$ cat config.mk
export PLATFORM = sky130hd
export DESIGN_NAME = vcart_bank_ctrl
export DESIGN_NICKNAME = d
export VERILOG_FILES = /design/src/rtl/vcart_bank_ctrl.sv
export SDC_FILE = /design/constraint.sdc
export NUM_CORES = 1
export LEC_CHECK = 0
export ABC_AREA = 1
export BUFFER_PORTS_ARGS = -buffer_cell sky130_fd_sc_hd__buf_2
export CORE_MARGIN = 1
export CORE_UTILIZATION = 47
export CTS_BUF_LIST = sky130_fd_sc_hd__clkbuf_2 sky130_fd_sc_hd__clkbuf_4 sky130_fd_sc_hd__clkbuf_8
export DETAILED_ROUTE_END_ITERATION = 10
export HOLD_SLACK_MARGIN = 0.06
export SETUP_SLACK_MARGIN = 0.15
export SLEW_MARGIN = 20
export SYNTH_ARGS = -nofsm -noshare
export SYNTH_HDL_FRONTEND = slang
export SYNTH_SLANG_ARGS = --single-unit
$ cat constraint.sdc
create_clock -name clk -period 3.05 [get_ports clk]
set_clock_uncertainty 0.1 [all_clocks]
set_input_delay 0.61 -clock clk [delete_from_list [all_inputs] [get_ports clk]]
set_output_delay 0.61 -clock clk [all_outputs]
set_load 0.01 [all_outputs]
$ cat src/rtl/vcart_bank_ctrl.sv
// vcart_bank_ctrl: cartridge bank switching (F8/F6/F4/E0/3F/plain) with optional 128-byte superchip RAM.
module vcart_bank_ctrl #(
   parameter int ROM_AW = 16
) (
   input  logic              clk,
   input  logic              reset,
   input  logic              pho0_en,
   input  logic [12:0]       cpu_a,
   input  logic              cpu_rw,
   input  logic [7:0]        cpu_d_in,
   output logic [7:0]        cpu_d_out,
   input  logic [3:0]        bs_type,
   input  logic              sc,
   input  logic [16:0]       rom_size,
   output logic [ROM_AW-1:0] rom_a,
   input  logic [7:0]        rom_do,
   output logic [4:0]        bank
);
   logic       f8, f6, f4, e0, t3f;
   logic [3:0] prev_type;
   logic [2:0] bfx, s0, s1, s2, bfx_hi, slice_bank;
   logic [4:0] b3f;
   logic [16:0] raw;
   logic [7:0] ram [128];
   always_comb begin
      f8 = bs_type == 4'b0001;
      f6 = bs_type == 4'b0010;
      f4 = bs_type == 4'b0110;
      e0 = bs_type == 4'b0100;
      t3f = bs_type == 4'b0101;
      bfx_hi = f4 ? 3'd7 : f6 ? 3'd3 : f8 ? 3'd1 : 3'd0;
      slice_bank = cpu_a[11:10] == 2'd0 ? s0 : cpu_a[11:10] == 2'd1 ? s1 :
                   cpu_a[11:10] == 2'd2 ? s2 : 3'd7;
      raw = t3f ? (cpu_a[11] ? {1'b0, 5'h1F, cpu_a[10:0]} : {1'b0, b3f, cpu_a[10:0]}) :
            e0  ? {4'd0, slice_bank, cpu_a[9:0]} :
            f4  ? {2'd0, bfx, cpu_a[11:0]} :
            f6  ? {3'd0, bfx[1:0], cpu_a[11:0]} :
            f8  ? {4'd0, bfx[0], cpu_a[11:0]} : {5'd0, cpu_a[11:0]};
      rom_a = rom_size == 17'd0 ? '0 : ROM_AW'(raw & (rom_size - 17'd1));
      bank = (f8 || f6 || f4) ? {2'd0, bfx} : e0 ? {2'd0, s0} : t3f ? b3f : 5'd0;
      cpu_d_out = (sc && cpu_a[12] && cpu_a[11:7] == 5'd1) ? ram[cpu_a[6:0]] : rom_do;
   end
   // a scheme change reloads every bank register and swallows any same-cycle hotspot
   always_ff @(posedge clk) begin
      if (!reset || bs_type != prev_type) begin
         prev_type <= bs_type;
         bfx <= bfx_hi;
         s0 <= 3'd4;
         s1 <= 3'd5;
         s2 <= 3'd6;
         b3f <= 5'd0;
      end else if (pho0_en) begin
         if (cpu_a[12]) begin
            if (f8 && cpu_a[11:1] == 11'h7FC) bfx <= {2'd0, cpu_a[0]};
            if (f6 && cpu_a[11:0] >= 12'hFF6 && cpu_a[11:0] <= 12'hFF9) bfx <= cpu_a[2:0] - 3'd6;
            if (f4 && cpu_a[11:0] >= 12'hFF4 && cpu_a[11:0] <= 12'hFFB) bfx <= cpu_a[2:0] - 3'd4;
            if (e0 && cpu_a[11:5] == 7'h7F && cpu_a[4:3] == 2'd0) s0 <= cpu_a[2:0];
            if (e0 && cpu_a[11:5] == 7'h7F && cpu_a[4:3] == 2'd1) s1 <= cpu_a[2:0];
            if (e0 && cpu_a[11:5] == 7'h7F && cpu_a[4:3] == 2'd2) s2 <= cpu_a[2:0];
         end
         if (t3f && !cpu_rw && cpu_a[12:6] == 7'd0) b3f <= cpu_d_in[4:0];
      end
   end
   // superchip RAM is never cleared; the write port ignores cpu_rw
   always_ff @(posedge clk)
      if (pho0_en && sc && cpu_a[12] && cpu_a[11:7] == 5'd0) ram[cpu_a[6:0]] <= cpu_d_in;
endmodule

==> results of run 1 <==
==> flip-flops by register name, indices dropped and copies added, names as in the netlist <==
register,cells
b3f,5
s1,3
s2,3
ram,1024
prev_type,4
s0,3
bfx,3
==> path summary, 6_finish.rpt <==
check / slack, ns / cells past startpoint / end
max: -0.26 / 17 / cpu_d_out[2]
min: 0.14 / 1 / ram[79][2]
max reg2reg: 1.37 / 6 / bfx[0]
min reg2reg: 0.38 / 2 / s1[0]
==> per-stage QoR <==
step                TNS [ns]  setup WS [ns]  total power, mW
floorplan                  0          0.355             17.1
global placement       -4.10         -0.788             18.2
detailed placement     -3.99         -0.762             18.2
CTS                    -2.04         -0.297             30.0
global route           -2.54         -0.358             30.9
finish                 -1.81         -0.261             30.0
==> power by group <==
group	internal, mW	leakage (nW)	switching, mW
Clock	6.16	1.71	5.58
Combinational	0.836	11.1	1.62
Sequential	15.8	9.39	0.00281
==> worst register-to-register path, stage by stage (launching register included) <==
cell	delay (ns)
edfxtp_1	0.37
xnor2_1	0.16
nand4_1	0.12
nor3_2	0.17
inv_1	0.28
nand2_1	0.13
o21ai_0	0.09
==> Yosys cell counts (3+ instances only) <==
master / instances
a21oi_1: 139
dfxtp_1: 14
a31oi_1: 8
o21ai_0: 78
buf_2: 89
nand2_1: 1588
nand4_1: 7
buf_4: 16
nor3_2: 5
nand3_1: 311
xor2_1: 3
o211ai_1: 8
a211oi_1: 10
o21ai_1: 7
nor2_1: 397
xnor2_1: 3
clkbuf_1: 53
inv_2: 7
nor3_1: 19
inv_1: 386
buf_1: 10
buf_6: 29
buf_8: 3
edfxtp_1: 1031
a22oi_1: 8
ha_1: 6
o22ai_1: 5
nor4_1: 12
==> cell families after synthesis <==
| kind of cell | count (synthesis) | synth area share [%] |
|---|---|---|
| fa+ha+maj | 6 | 0.168 |
| compound gates | 270 | 3.25 |
| simple gates | 2343 | 20.8 |
| buf+inv | 596 | 5.94 |
| xor+xnor | 6 | 0.117 |
| mux | 1 | 0.0223 |
| flops | 1045 | 69.7 |
==> routing by layer <==
layer	share of wire, %	up-vias	global-route usage, %	routed length (µm)
li1	-	15200	-	-
met1	42	15500	36.6	55200
met2	47	1279	42.8	61500
met3	7.5	217	3.96	9750
met4	2.8	0	9.17	3660
met5	0	-	0	0
==> placed cells by master (no fill, tap or decap), drive strengths merged, types with 2 or more instances in the layout <==
master          n
xnor2           3
a21oi         139
ha              6
o31ai           2
nor3           24
o211ai          8
clkbuf        252
edfxtp       1031
xor2            3
a31oi           8
a22oi           8
clkinvlp        6
nand3         311
clkinv         60
nor2          399
a211oi         10
nand2        1588
nand4           7
dlygate4sd3     5
dfxtp          14
inv           400
o221ai          2
o21ai          85
nor4           12
bufbuf          3
o22ai           5
buf           522
==> area by class of cell <==
| type | instances | area (µm²) | area share, % |
|---|---|---|---|
| inverter | 396 | 1520 | 2.78 |
| clock inverter | 70 | 343 | 0.628 |
| tap | 1254 | 1570 | 2.87 |
| timing repair buffer | 539 | 5210 | 9.55 |
| sequential | 1045 | 31200 | 57.2 |
| clock buffer | 243 | 2910 | 5.33 |
| multi-input combinational | 2626 | 11800 | 21.6 |
| antenna | 1 | 2.50 | 0.00458 |
==> what timing repair did <==
| item | CTS | global route |
|---|---|---|
| resized for setup | 158 | 122 |
| pin swaps | 45 | 59 |
| gates cloned | 4 | 9 |
| hold buffers | 5 | 0 |
| buffers inserted | 11 | 13 |
| endpoints found under the setup margin | 9 | 11 |
| endpoints found under the hold margin | 9 | 0 |
==> impl_metrics.ini, run 1 <==
[worst_setup_path]
crit_path_end_kind = primary output
crit_chain = buf_12 > buf_16 > clkbuf_16 > buf_4 > nand2_1 > nand3_1 > nand3_1 > nand2_1 > nand2_1 > nor2_1 > nand2_1 > nand3_1 > nand2_2 > nor2_4 > buf_6 > nor2_1 > buf_2
crit_family = simple AND/OR/NAND/NOR gates
slowest_stage = clkbuf_16
path_buf_inv = 6
required_ns = 2.34
worstSetupStartpointType = input port
cpMostUsedCell = nand2_1
crit_start = cpu_a[0]
slowest_delay_ns = 0.21
cp.arrival_ns = 2.60
worstSetupPathType = input port to primary output
regToRegStartpoint = prev_type[2]
critPathMaxFanout = 9

[placed_design]
detailed_place_hpwl_um = 81000
portBuffers = 83
dp_cells = 5818
gp_congestion = 0.902
placed_cell_area_um2 = 49700

[power_and_ir_drop]
peakVddDrop_uv = 459
power.leakage_nw = 22.2
power_density_nw_per_um2 = 549

[synth]
ys_seq_area_share_pct = 69.7
synthFlopType = edfxtp_1
syn_area_per_cell_um2 = 10.5
yosysUniqueCellTypes = 40
synth_edf_count = 1031
async_flop_share_pct = 0
yosys_warnings = 0
synth_area_leader_cell = edfxtp_1
syn-num-nets = 4328
synth_cells = 4267
synth_top_area_share_pct = 69.1
yosys_register_bits = 1045
synth_area_leaders = edfxtp_1 69%, nand2_1 13%, nand3_1 3.5%, nor2_1 3.3%, inv_1 3.2%
syn_area_um2 = 44800

[global_routing]
track_usage_pct = 26.5
grt_pass1_wl_um = 192000
grt_pass1_vias = 31100
overflow = 0
antenna_found_initial = 1
grt_max_degree = 72

[clock_tree]
cts_sinks = 1045
cts_buffer_depth = 3
clkLatencyLatePin_ns = 0.83
cts_made_buffers = 171
cts.clk_slew.worst_paths_ns = 0.06
cts_tree = yes
cts_htree_levels = 4
root_buffer = clkbuf_8

[route]
antenna_left = 0
firstDrtPassIters = 5
num_vias = 32200
routed_wl_um = 130000
vias_per_cell = 5.21
drc = 0
post_drt_wl_per_cell_um = 21.1
first_iter_violations = 3148

[cells_and_area]
syn2layout_area_growth_pct = 21.9
final_cells = 6174
fin_util_pct = 58.2
final_cell_area_um2 = 54600
num-nets-final = 4840
n_fill_cell = 7864
layout-drive-gt1-share_pct = 20.6

[run_status]
status = finished with violations
violations = setup timing

[sta]
worst_pin_slew_ns = 0.663
setup_ws_ns = -0.261
post-route-period-util_pct = 109
holdWs_ns = 0.139
rsz0062_at_grt = yes
hold_violations = 0
drv_slew = 0
period_minus_slack_ns = 3.31
fmax_mhz = 302
finalSetupViolCount = 8
slew_headroom_pct = 55.8

[floorplanning]
coreArea_um2 = 93900
dieHeight_um = 311
die_x_um = 311
die_area_um2 = 96600
rows = 112
io_pins = 84
start_util_pct = 47.7

[flow_run]
drv_cap = 0

[worst_hold_path]
holdCritStartpoint = cpu_d_in[2]
hold_path_class = input port to flop
Power figures use the tool's default switching activity.
==> inputs of run 2 (changes only) <==
--- a/config.mk
+++ b/config.mk
@@ -7,9 +7,9 @@
 export LEC_CHECK = 0
 export ABC_AREA = 1
-export BUFFER_PORTS_ARGS = -buffer_cell sky130_fd_sc_hd__buf_2
 export CORE_MARGIN = 1
-export CORE_UTILIZATION = 47
+export CORE_UTILIZATION = 42
 export CTS_BUF_LIST = sky130_fd_sc_hd__clkbuf_2 sky130_fd_sc_hd__clkbuf_4 sky130_fd_sc_hd__clkbuf_8
 export DETAILED_ROUTE_END_ITERATION = 10
+export DONT_BUFFER_PORTS = 1
 export HOLD_SLACK_MARGIN = 0.06
 export SETUP_SLACK_MARGIN = 0.15
==> constraint.sdc (replaced) <==
create_clock -name clk -period 3.05 [get_ports clk]
set_clock_uncertainty 0.1 [all_clocks]
set_input_delay 0.305 -clock clk [delete_from_list [all_inputs] [get_ports clk]]
set_output_delay 0.305 -clock clk [all_outputs]
set_load 0.01 [all_outputs]
==> run 2 against run 1 <==
Non-clock buffer count is 245 lower; the flow finishes with violations (DRC, slew limit, setup timing); hold slack got worse by 0.00086 ns; setup slack got worse by 0.22 ns; largest cell class unchanged; critical path type unchanged; via count fell by 3.2%; final area decreased by 4.6%; die area grew 12%; clock power about the same; routed wire length decreased by 3.4%; first-iteration DRC count decreased by 3.3%.
==> impl_metrics.ini, run 2 (synthesis gave the netlist of run 1 again) <==
[worst_hold_path]
hold_path_class = input port to flop

[worst_setup_path]
regToRegStartpoint = prev_type[2]
crit_chain = clkinv_16 > buf_12 > buf_16 > nand2_1 > nand3_1 > nand2_1 > nand2_1 > nand2_2 > nor2_2 > nand2_1 > nand3_2 > buf_6 > nand3_4 > nor2_4 > nor2_1 > buf_4
worstSetupPathType = input port to primary output
path_buf_inv = 5
worstSetupStartpointType = input port
cpMostUsedCell = nand2_1
slowest_delay_ns = 0.35
worst-path-stages = 16
crit_family = buffers and inverters
required_ns = 2.64
crit_start = cpu_a[0]
critPathMaxFanout = 390
worstReg2RegEnd = bfx[2]
cp.arrival_ns = 3.13
rr_worst_depth = 9
crit_path_end_kind = primary output
slowest_stage = clkinv_16
endpoint = cpu_d_out[4]
reg2reg_slack_ns = 0.36

[sta]
period_minus_slack_ns = 3.54
slew_headroom_pct = -25.4
rsz0062_at_grt = yes
drv_slew = 218
post-route-period-util_pct = 116
worst_pin_slew_ns = 1.88
finalSetupViolCount = 8
fmax_mhz = 283
setup_tns_ns = -3.48
setup_ws_ns = -0.485
hold_violations = 0

[cells_and_area]
n_fill_cell = 9498
fin_util_pct = 49.4
layout-drive-gt1-share_pct = 14.0
multi_input_area_um2 = 11600
regArea_um2 = 31200
final_cell_area_um2 = 52100
layout_common_cells = 1546 x nand2_1, 1031 x edfxtp_1, 384 x inv_1
largest_reg_flops = 1024
syn2layout_area_growth_pct = 16.3
final_common_cell = nand2_1
num-nets-final = 4592

[clock_tree]
cts_tree = yes
root_buffer = clkbuf_8
cts_buffer_depth = 3
cts_sinks = 1045
cts_htree_levels = 4
cts_made_buffers = 168
clkLatencyLatePin_ns = 0.82
cts.clk_slew.worst_paths_ns = 0.06

[route]
firstDrtPassIters = 9
first_iter_violations = 3043
antenna_left = 0
routed_wl_um = 126000
post_drt_wl_per_cell_um = 20.8
vias_per_cell = 5.15
num_vias = 31200
drc = 13

[floorplanning]
start_util_pct = 42.4
coreArea_um2 = 106000
io_pins = 84
rows = 119
die_area_um2 = 108000
dieHeight_um = 329
die_x_um = 329

[global_routing]
track_usage_pct = 23.4
overflow = 0
grt_max_degree = 391
antenna_found_initial = 1
grt_pass1_wl_um = 188000
grt_pass1_vias = 30900

[placed_design]
gp_congestion = 0.909
detailed_place_hpwl_um = 69200
portBuffers = 0
placed_cell_area_um2 = 47400
dpl_worst_slack_ns = -0.183

[run_status]
status = finished with violations
violations = DRC, slew limit, setup timing

[power_and_ir_drop]
power.leakage_nw = 20.6
peakVddDrop_uv = 443
total_power_mw = 29.2
power_density_nw_per_um2 = 561

[flow_run]
drv_cap = 0
run 2: changes by cell type in the layout (fill, tap and decap cells not counted), sizes merged:
cell         before  now
diode             1    2
bufbuf            3    0
dlygate4sd3       5   48
buf             522  244
inv             400  401
clkinv           60   51
bufinv            0    2
clkbuf          252  229
run 2: layout make-up:
cell class | count | share of cell area (%)
Antenna cell | 2 | 0.00960
Inverter | 396 | 2.92
Timing Repair Buffer | 294 | 5.56
Clock buffer | 227 | 5.30
Sequential cell | 1045 | 59.9
Clock inverter | 64 | 0.735
Multi-Input combinational cell | 2626 | 22.2
Tap cell | 1391 | 3.34
run 2: worst min-delay path by stage:
stage                     startpoint  cells past startpoint           end  slack, ns
final                       cpu_a[2]                      3   ram[109][3]       0.14
after global routing        cpu_a[2]                      5    ram[66][3]       0.13
after CTS                   cpu_a[2]                      3   ram[109][3]       0.06
after detailed placement  bs_type[0]                      0  prev_type[0]       0.30
after global placement    bs_type[0]                      0  prev_type[0]       0.30
after floorplan           bs_type[0]                      0  prev_type[0]       0.30
run 2: tightest hold or removal path: stages:
cell,delay (ns)
ha_1,0.17
nand2_1,0.26
nor2_1,0.15
run 2: per-stage QoR:
| step | hold WS, ns | instances |
|---|---|---|
| final | 0.138 | 6045 |
| after global placement | 0.304 | 5688 |
| after global routing | 0.134 | 6045 |
| after CTS | 0.0630 | 6036 |
| after floorplan | 0.304 | 4267 |
| after detailed placement | 0.304 | 5688 |
run 2: what timing repair did:
action | CTS | global route
pin swaps | 20 | 43
hold buffers | 57 | 0
setup buffers | 0 | 6
hold endpoints to repair | 1117 | 0
gates cloned | 0 | 2
gates resized for setup | 80 | 99
setup endpoints to repair | 8 | 15
run 2: power breakdown:
group	switching (mW)	internal, mW
Clock	5.53	6.04
Sequential	0.00342	15.8
Combinational	1.32	0.560
Total	6.86	22.4
run 2: per-layer routing:
layer / GRT usage [%] / routed length, µm / vias up
li1: - / - / 14600
met1: 31.7 / 53100 / 15100
met2: 37.4 / 58600 / 1222
met3: 4.29 / 10200 / 241
met4: 8.79 / 3720 / 0
met5: 0 / 0 / -
